==> src/rtl/mem_arb_types.sv <==
// Shared types and width defaults for the memory port arbiter.
package mem_arb_types;
  localparam int ADDR_W_DEF      = 64;
  localparam int DATA_W_DEF      = 64;
  localparam int MEM_LATENCY_DEF = 1;

  typedef enum logic [1:0] {IDLE, ACCESS, WAIT, RESP} state_e;
  typedef enum logic {OWN_INSTR, OWN_DATA} owner_e;
endpackage

==> src/rtl/mem_port_arbiter_arb_pick.sv <==
// Combinational winner selection between fetch and data requesters.
// MEM_ARB_ROUND_ROBIN_EN selects alternating priority; otherwise data always wins.
module arb_pick
  import mem_arb_types::*;
(
  input  logic   i_req,
  input  logic   d_req,
`ifdef MEM_ARB_ROUND_ROBIN_EN
  input  owner_e last_owner,
`endif
  output logic   any_req,
  output owner_e winner
);

  always_comb begin
    any_req = i_req | d_req;
    winner  = OWN_INSTR;
`ifdef MEM_ARB_ROUND_ROBIN_EN
    if (i_req && d_req) begin
      winner = (last_owner == OWN_DATA) ? OWN_INSTR : OWN_DATA;
    end else if (d_req) begin
      winner = OWN_DATA;
    end
`else
    if (d_req) begin
      winner = OWN_DATA;
    end
`endif
  end

endmodule

==> src/rtl/mem_port_arbiter.sv <==
// Serialises fetch and load/store accesses onto one single-port memory.
// Optional build macro: MEM_ARB_ROUND_ROBIN_EN (round-robin instead of data priority).
module mem_port_arbiter
  import mem_arb_types::*;
#(
  parameter int ADDR_W      = ADDR_W_DEF,
  parameter int DATA_W      = DATA_W_DEF,
  parameter int MEM_LATENCY = MEM_LATENCY_DEF
) (
  input  logic                clk,
  input  logic                reset,
  input  logic                i_req,
  input  logic [ADDR_W-1:0]   i_addr,
  output logic                i_gnt,
  output logic                i_rvalid,
  output logic [DATA_W-1:0]   i_rdata,
  input  logic                d_req,
  input  logic                d_we,
  input  logic [ADDR_W-1:0]   d_addr,
  input  logic [DATA_W-1:0]   d_wdata,
  input  logic [DATA_W/8-1:0] d_be,
  output logic                d_gnt,
  output logic                d_rvalid,
  output logic [DATA_W-1:0]   d_rdata,
  output logic                mem_en,
  output logic                mem_we,
  output logic [ADDR_W-1:0]   mem_addr,
  output logic [DATA_W-1:0]   mem_wdata,
  output logic [DATA_W/8-1:0] mem_be,
  input  logic [DATA_W-1:0]   mem_rdata,
  output logic                busy
);

  localparam int BE_W  = DATA_W / 8;
  localparam int CNT_W = (MEM_LATENCY > 1) ? $clog2(MEM_LATENCY) : 1;

  state_e            state_q, state_d;
  owner_e            owner_q, owner_d;
  logic [CNT_W-1:0]  cnt_q, cnt_d;
  logic [ADDR_W-1:0] addr_q, addr_d;
  logic [DATA_W-1:0] wdata_q, wdata_d;
  logic [DATA_W-1:0] i_rdata_q, i_rdata_d;
  logic [DATA_W-1:0] d_rdata_q, d_rdata_d;
  logic [BE_W-1:0]   mem_be_q, mem_be_d;
  logic              mem_en_q, mem_en_d;
  logic              mem_we_q, mem_we_d;
  logic              i_gnt_q, i_gnt_d;
  logic              d_gnt_q, d_gnt_d;
  logic              i_rvalid_q, i_rvalid_d;
  logic              d_rvalid_q, d_rvalid_d;
  logic              busy_q, busy_d;
  logic              any_req;
  owner_e            winner;

`ifdef MEM_ARB_ROUND_ROBIN_EN
  owner_e            last_q, last_d;

  arb_pick u_pick (
    .i_req      (i_req),
    .d_req      (d_req),
    .last_owner (last_q),
    .any_req    (any_req),
    .winner     (winner)
  );
`else
  arb_pick u_pick (
    .i_req   (i_req),
    .d_req   (d_req),
    .any_req (any_req),
    .winner  (winner)
  );
`endif

  always_comb begin
    state_d    = state_q;
    owner_d    = owner_q;
    cnt_d      = cnt_q;
    addr_d     = addr_q;
    wdata_d    = wdata_q;
    i_rdata_d  = i_rdata_q;
    d_rdata_d  = d_rdata_q;
    mem_be_d   = '0;
    mem_en_d   = 1'b0;
    mem_we_d   = 1'b0;
    i_gnt_d    = 1'b0;
    d_gnt_d    = 1'b0;
    i_rvalid_d = 1'b0;
    d_rvalid_d = 1'b0;
`ifdef MEM_ARB_ROUND_ROBIN_EN
    last_d     = last_q;
`endif
    case (state_q)
      IDLE: begin
        if (any_req) begin
          state_d  = ACCESS;
          owner_d  = winner;
          mem_en_d = 1'b1;
`ifdef MEM_ARB_ROUND_ROBIN_EN
          last_d   = winner;
`endif
          // Instruction accesses are always reads with no byte lanes.
          if (winner == OWN_DATA) begin
            addr_d   = d_addr;
            wdata_d  = d_wdata;
            mem_we_d = d_we;
            mem_be_d = d_be;
            d_gnt_d  = 1'b1;
          end else begin
            addr_d   = i_addr;
            wdata_d  = '0;
            i_gnt_d  = 1'b1;
          end
        end
      end
      ACCESS: begin
        if (mem_we_q) begin
          state_d = IDLE;
        end else begin
          state_d = WAIT;
          cnt_d   = CNT_W'(MEM_LATENCY - 1);
        end
      end
      WAIT: begin
        if (cnt_q == '0) begin
          state_d = RESP;
          if (owner_q == OWN_DATA) begin
            d_rdata_d  = mem_rdata;
            d_rvalid_d = 1'b1;
          end else begin
            i_rdata_d  = mem_rdata;
            i_rvalid_d = 1'b1;
          end
        end else begin
          cnt_d = cnt_q - CNT_W'(1);
        end
      end
      RESP: begin
        state_d = IDLE;
      end
      default: begin
        state_d = IDLE;
      end
    endcase
    busy_d = (state_d != IDLE);
  end

  always_ff @(posedge clk) begin
    if (reset) begin
      state_q    <= IDLE;
      owner_q    <= OWN_INSTR;
      cnt_q      <= '0;
      addr_q     <= '0;
      wdata_q    <= '0;
      i_rdata_q  <= '0;
      d_rdata_q  <= '0;
      mem_be_q   <= '0;
      mem_en_q   <= 1'b0;
      mem_we_q   <= 1'b0;
      i_gnt_q    <= 1'b0;
      d_gnt_q    <= 1'b0;
      i_rvalid_q <= 1'b0;
      d_rvalid_q <= 1'b0;
      busy_q     <= 1'b0;
`ifdef MEM_ARB_ROUND_ROBIN_EN
      last_q     <= OWN_INSTR;
`endif
    end else begin
      state_q    <= state_d;
      owner_q    <= owner_d;
      cnt_q      <= cnt_d;
      addr_q     <= addr_d;
      wdata_q    <= wdata_d;
      i_rdata_q  <= i_rdata_d;
      d_rdata_q  <= d_rdata_d;
      mem_be_q   <= mem_be_d;
      mem_en_q   <= mem_en_d;
      mem_we_q   <= mem_we_d;
      i_gnt_q    <= i_gnt_d;
      d_gnt_q    <= d_gnt_d;
      i_rvalid_q <= i_rvalid_d;
      d_rvalid_q <= d_rvalid_d;
      busy_q     <= busy_d;
`ifdef MEM_ARB_ROUND_ROBIN_EN
      last_q     <= last_d;
`endif
    end
  end

  assign i_gnt     = i_gnt_q;
  assign d_gnt     = d_gnt_q;
  assign i_rvalid  = i_rvalid_q;
  assign d_rvalid  = d_rvalid_q;
  assign i_rdata   = i_rdata_q;
  assign d_rdata   = d_rdata_q;
  assign mem_en    = mem_en_q;
  assign mem_we    = mem_we_q;
  assign mem_addr  = addr_q;
  assign mem_wdata = wdata_q;
  assign mem_be    = mem_be_q;
  assign busy      = busy_q;

endmodule

==> config.mk <==
export PLATFORM = sky130hd
export DESIGN_NAME = mem_port_arbiter
export DESIGN_NICKNAME = d
export VERILOG_FILES = /design/src/rtl/mem_arb_types.sv /design/src/rtl/mem_port_arbiter_arb_pick.sv /design/src/rtl/mem_port_arbiter.sv
export SDC_FILE = /design/constraint.sdc
export NUM_CORES = 1
export LEC_CHECK = 0
export CAP_MARGIN = 20
export CORE_AREA = 2 2 212 214
export CTS_BUF_LIST = sky130_fd_sc_hd__clkbuf_8
export DETAILED_ROUTE_END_ITERATION = 8
export DIE_AREA = 0 0 214 216
export DONT_BUFFER_PORTS = 1
export GPL_ROUTABILITY_DRIVEN = 0
export HOLD_SLACK_MARGIN = 0.1
export SLEW_MARGIN = 20
export SYNTH_ARGS = -nofsm -noshare
export SYNTH_HDL_FRONTEND = slang
export SYNTH_SLANG_ARGS = --single-unit
==> constraint.sdc <==
create_clock -name clk -period 1.5 [get_ports clk]
set_input_delay 0.15 -clock clk [delete_from_list [all_inputs] [get_ports clk]]
set_output_delay 0.15 -clock clk [all_outputs]
set_load 0.01 [all_outputs]
==> flow_summary.yaml, run 1 <==
outcome:
  status: "finished with violations"
  violations: "hold timing"
clock_network:
  cts-root-buf: "clkbuf_8"
  postCtsSetupRepairBufs: 0
  cts_buffers: 48
  clk_path_buf_depth: 3
  cts_max_level: 2
  clock_latency_ps: 590
  cts_tree: "built"
  clk_pin_slew_worst_paths_ps: 70
  cts.sinks: 274
sta:
  finalSetupViolCount: 0
  fin_crit_ps: 1480
  timing.final.ws_setup_ps: 19.7
  holdWs_ps: -357
  maxSlewViolCount: 0
  skew_ps: 16.9
  slew_headroom_pct: 75.1
  fmax_mhz: 676
  rsz0062_at_grt: "yes"
  hold_viol: 199
  finalCritPeriodShare_pct: 98.7
  worst_pin_slew_ps: 373
grt:
  track_usage_pct: 13.5
  grt_overflow: 0
  grt_pass1_wl_um: 49400
  grt_max_degree: 202
  grt_pass1_vias: 8115
  grt_antenna_before_repair: 5
power_and_ir_drop:
  netSwitchingPower_mw: 5.20
  pwr_density_cell_mw_per_mm2: 1400
  switching_share_pct: 28.3
  p_seq_share_pct: 47.1
  p_int_mw: 13.2
  vdd_drop_max_uv: 906
  design_power_total_mw: 18.4
  power_leakage_nw: 4.80
  power_frac_comb_pct: 12.5
  p_clk_share_pct: 40.4
detailed_routing:
  wirelength_um: 33600
  vias: 8307
  ant_nets: 0
  first_pass_iters: 5
  first_iter_violations: 545
  remaining_drc_errors: 0
  viasPerCell: 4.64
  wl_per_cell_um: 18.8
final_layout:
  nets: 1423
  syn_to_final_growth_pct: 30.1
  drive_gt1_share_pct: 14.3
  fillerInstances: 4518
  design_area_mm2: 0.0131
logic_synthesis:
  netlist.area_leader.share_pct: 54.4
  synth-edff-count: 0
  syn_area_per_cell_um2: 9.73
  synthArstFlopShare_pct: 0
  synthDistinctLibCells: 24
  yosys_warnings: 0
  synthTopCellsByArea: "dfxtp_1, a21oi_1, nand2_1"
  synth.most_common_cell: "dfxtp_1"
  synth_seq_cells: 274
  syn_nets: 1305
  synth_seq_area_share_pct: 54.4
  synth_top_cells_by_count: "dfxtp_1, nand2_1, a21oi_1, a22o_1, mux2i_1"
  synth_cells: 1036
  synth_top_cell_by_area: "dfxtp_1"
  netlist_area_mm2: 0.0101
  synthFlopType: "dfxtp_1"
floorplan:
  core-area_mm2: 0.0438
  initial_core_util_pct: 23.0
  die_w_um: 214
  dieArea_mm2: 0.0462
  io_pins: 540
  die_height_um: 216
  rows: 77
critical_path:
  crit_path_start: "state_q[1]"
  cp-start-kind: "flop"
  crit_required_ps: 2030
  cp.arrival_ps: 2010
  r2r_start: "state_q[1]"
  worst_setup_path_end_kind: "flop"
  critPathKind: "flop to flop"
  path_max_fanout: 75
placed_design:
  dpl_worst_slack_ps: 15.8
  portBuffers: 0
  place_area_mm2: 0.0106
  dp_hpwl_um: 21400
min_path:
  worstHoldStart: "reset"
  holdCritPathClass: "primary input to flop"
run:
  drv_cap: 0
[metal layers]
metal  part of all wire, %  track usage [%]
met2                    48             22.2
met3                    10             6.05
met5                 0.086                0
met1                    38             14.8
met4                   4.0             6.74
[state kept, by name, indices dropped and copies added (netlist names)]
name / flops
state_q: 2
i_rvalid: 1
mem_be: 8
busy: 1
d_rvalid: 1
mem_addr: 64
d_gnt: 1
i_rdata: 64
mem_en: 1
owner_q: 1
mem_we: 1
mem_wdata: 64
i_gnt: 1
d_rdata: 64
[final cells by class]
cell class	instances	area (um2)	area share (%)
antenna	3	7.51	0.0572
clock inverter	29	221	1.69
tap	592	741	5.65
clock buffer	61	840	6.40
timing repair buffer	161	1690	12.9
sequential	274	5490	41.8
multi-input combinational	669	4130	31.5
[what timing repair did]
action	4_1_cts	5_1_grt
setup endpoints to repair	1	138
endpoints found under the hold margin	274	203
gates resized for setup	1	2
hold buffers	128	9
cloned	0	1
[power groups by stage]
| stage | Combinational [mW] | Clock, mW | Sequential [mW] |
|---|---|---|---|
| 6_report | 2.29 | 7.43 | 8.67 |
| 5_1_grt | 2.52 | 8.11 | 8.72 |
| 4_1_cts | 2.26 | 7.72 | 8.66 |
| 3_5_place_dp | 1.95 | 0 | 8.81 |
| 3_3_place_gp | 1.89 | 0 | 8.81 |
| 2_1_floorplan | 1.65 | 0 | 8.60 |
[logic make-up (layout without fill, tap and decap cells)]
family          count (synthesis)  after routing  synth area share [%]
compound gates                325            325                  23.1
mux                            64             64                  6.35
simple gates                  280            280                  11.1
flops                         274            274                  54.4
buf+inv                        93            251                  5.05
other cells                     0              3                     0
[cell usage in the layout (no fill, tap or decap), types with 2 or more instances in the layout]
cell,instances
and2_1,9
a211oi_2,60
nand2_1,257
nor2_1,3
bufinv_16,3
clkinv_4,2
dfxtp_2,2
inv_6,2
dfxtp_1,272
a211oi_1,4
diode_2,3
clkinv_2,8
buf_4,13
inv_1,13
buf_12,10
clkbuf_8,61
a21oi_1,194
mux2i_1,64
a22o_1,64
dlygate4sd3_1,137
[stage by stage]
stage	setup TNS (ps)	utilization (%)	hold WS, ps	instances
6_report	0	29.9	-357	1789
5_1_grt	-35.2	29.9	-433	1789
4_1_cts	0	29.6	-454	1776
3_5_place_dp	0	24.3	234	1558
3_3_place_gp	0	24.3	232	1558
2_1_floorplan	0	-	272	1036
[critical path, stage by stage, from the launching register on]
cell	delay (ps)
dfxtp_2	350
buf_4	160
nor4b_4	320
buf_12	300
a22o_1	210
[final timing paths]
check / endpoint / slack, ps / cells past startpoint
max: mem_wdata[45] / 20 / 4
min: mem_addr[7] / -360 / 1
max reg2reg: mem_wdata[45] / 20 / 4
min reg2reg: d_rdata[55] / 500 / 2
Power figures use the tool's default switching activity.
==> inputs of run 2 (changes only) <==
--- a/config.mk
+++ b/config.mk
@@ -6,14 +6,15 @@
 export NUM_CORES = 1
 export LEC_CHECK = 0
 export CAP_MARGIN = 20
-export CORE_AREA = 2 2 212 214
+export CORE_AREA = 2 2 211 213
 export CTS_BUF_LIST = sky130_fd_sc_hd__clkbuf_8
 export DETAILED_ROUTE_END_ITERATION = 8
-export DIE_AREA = 0 0 214 216
+export DIE_AREA = 0 0 213 215
 export DONT_BUFFER_PORTS = 1
 export GPL_ROUTABILITY_DRIVEN = 0
 export HOLD_SLACK_MARGIN = 0.1
 export SLEW_MARGIN = 20
 export SYNTH_ARGS = -nofsm -noshare
 export SYNTH_HDL_FRONTEND = slang
+export SYNTH_HIERARCHICAL = 1
 export SYNTH_SLANG_ARGS = --single-unit
==> run 2 against run 1 <==
The flow now stops in 4_1_cts. Synthesized cell count up 6.3%. Area after synthesis is 11% higher.
==> flow_summary.yaml, run 2 <==
outcome:
  status: "did not finish"
  lastStage: "4_1_cts"
  firstError: "[ERROR RSZ-0060] Max buffer count reached."
floorplan:
  io_pins: 540
  rows: 77
  initial_core_util_pct: 25.6
  die_height_um: 215
  die_w_um: 213
logic_synthesis:
  netlist.area_leader.share_pct: 49.1
  yosys_warnings: 6
  synthFlopType: "dfxtp_1"
  synthArstFlopShare_pct: 0
  synth_seq_area_share_pct: 49.1
  synth_cells: 1101
  synth-edff-count: 0
  netlist_area_mm2: 0.0112
  synth_top_cells_by_count: "dfxtp_1, nand2b_1, mux2i_1, inv_1, o32ai_1"
  synthDistinctLibCells: 26
  synth_seq_cells: 274
  syn_area_per_cell_um2: 10.1
  synth_top_cell_by_area: "dfxtp_1"
  synthTopCellsByArea: "dfxtp_1, mux2i_1, nand2b_1"
  syn_nets: 1370
  synth.most_common_cell: "dfxtp_1"
clock_network:
  ctsResizeCount: 1
  cts_max_level: 2
  clk_path_buf_depth: 3
  postCtsSetupRepairBufs: 0
  cts-root-buf: "clkbuf_8"
  cts.sinks: 274
  cts_buffers: 46
  cts_hold_buf: 343
placed_design:
  dpl_worst_slack_ps: -23.6
  dp.cells: 1629
  portBuffers: 0
  dp_hpwl_um: 24500
run 2: kinds of logic after synthesis:
logic type             count (synthesis)  synth area share (%)
AOI/OAI and AO/OA                    129                  10.1
DFF                                  274                  49.1
buffers and inverters                223                  8.99
and+or+nand+nor                      281                  14.5
muxes                                194                  17.4
run 2: per-stage QoR:
stage          hold slack (ps)  utilization (%)  instance area (um2)
2_1_floorplan              303                -                11200
3_3_place_gp               279             26.9                11800
3_5_place_dp               278             26.9                11800
==> inputs of run 3 (changes only) <==
--- a/config.mk
+++ b/config.mk
@@ -6,13 +6,12 @@
 export NUM_CORES = 1
 export LEC_CHECK = 0
 export CAP_MARGIN = 20
-export CORE_AREA = 2 2 211 213
-export CTS_BUF_LIST = sky130_fd_sc_hd__clkbuf_8
+export CORE_MARGIN = 2
+export CORE_UTILIZATION = 20
 export DETAILED_ROUTE_END_ITERATION = 8
-export DIE_AREA = 0 0 213 215
 export DONT_BUFFER_PORTS = 1
 export GPL_ROUTABILITY_DRIVEN = 0
-export HOLD_SLACK_MARGIN = 0.1
+export PLACE_DENSITY_LB_ADDON = 0.15
 export SLEW_MARGIN = 20
 export SYNTH_ARGS = -nofsm -noshare
 export SYNTH_HDL_FRONTEND = slang
==> run 3 against run 2 <==
The run again fails in 4_1_cts. Synthesized cell count did not move. Area after synthesis did not move.
==> flow_summary.yaml, run 3 <==
clock_network:
  cts_buffers: 35
  cts-root-buf: "clkbuf_16"
  ctsResizeCount: 1
  cts_hold_buf: 373
  cts_max_level: 2
  cts.sinks: 274
  postCtsSetupRepairBufs: 2
  clk_path_buf_depth: 3
logic_synthesis:
  syn_area_per_cell_um2: 10.1
  synth.most_common_cell: "dfxtp_1"
  synthTopCellsByArea: "dfxtp_1, mux2i_1, nand2b_1"
  yosys_warnings: 6
  synth_top_cell_by_area: "dfxtp_1"
  synth_cells: 1101
  synth_seq_cells: 274
  netlist.area_leader.share_pct: 49.1
  syn_nets: 1370
  synth_seq_area_share_pct: 49.1
  synth_top_cells_by_count: "dfxtp_1, nand2b_1, mux2i_1, inv_1, o32ai_1"
  synthArstFlopShare_pct: 0
  netlist_area_mm2: 0.0112
  synthDistinctLibCells: 26
  synthFlopType: "dfxtp_1"
  synth-edff-count: 0
floorplan:
  rows: 86
  initial_core_util_pct: 20.2
  die_w_um: 240
  io_pins: 540
  die_height_um: 240
outcome:
  lastStage: "4_1_cts"
  status: "did not finish"
  firstError: "[ERROR RSZ-0060] Max buffer count reached."
placed_design:
  place_area_mm2: 0.0121
  portBuffers: 0
  dp_hpwl_um: 26500
  dpl_worst_slack_ps: -3.61
[run 3: cell counts after synthesis]
No cell type changed its count.
[run 3: cell families after synthesis]
| family | Yosys count | synth area share, % |
|---|---|---|
| AOI/OAI and AO/OA | 129 | 10.1 |
| muxes | 194 | 17.4 |
| and+or+nand+nor | 281 | 14.5 |
| buffers and inverters | 223 | 8.99 |
| DFF | 274 | 49.1 |
[run 3: through the flow]
step                      hold slack, ps  utilization, %  cells
after floorplan                      303               -   1101
after global placement               298            21.9   1790
after detailed placement             301            21.9   1790
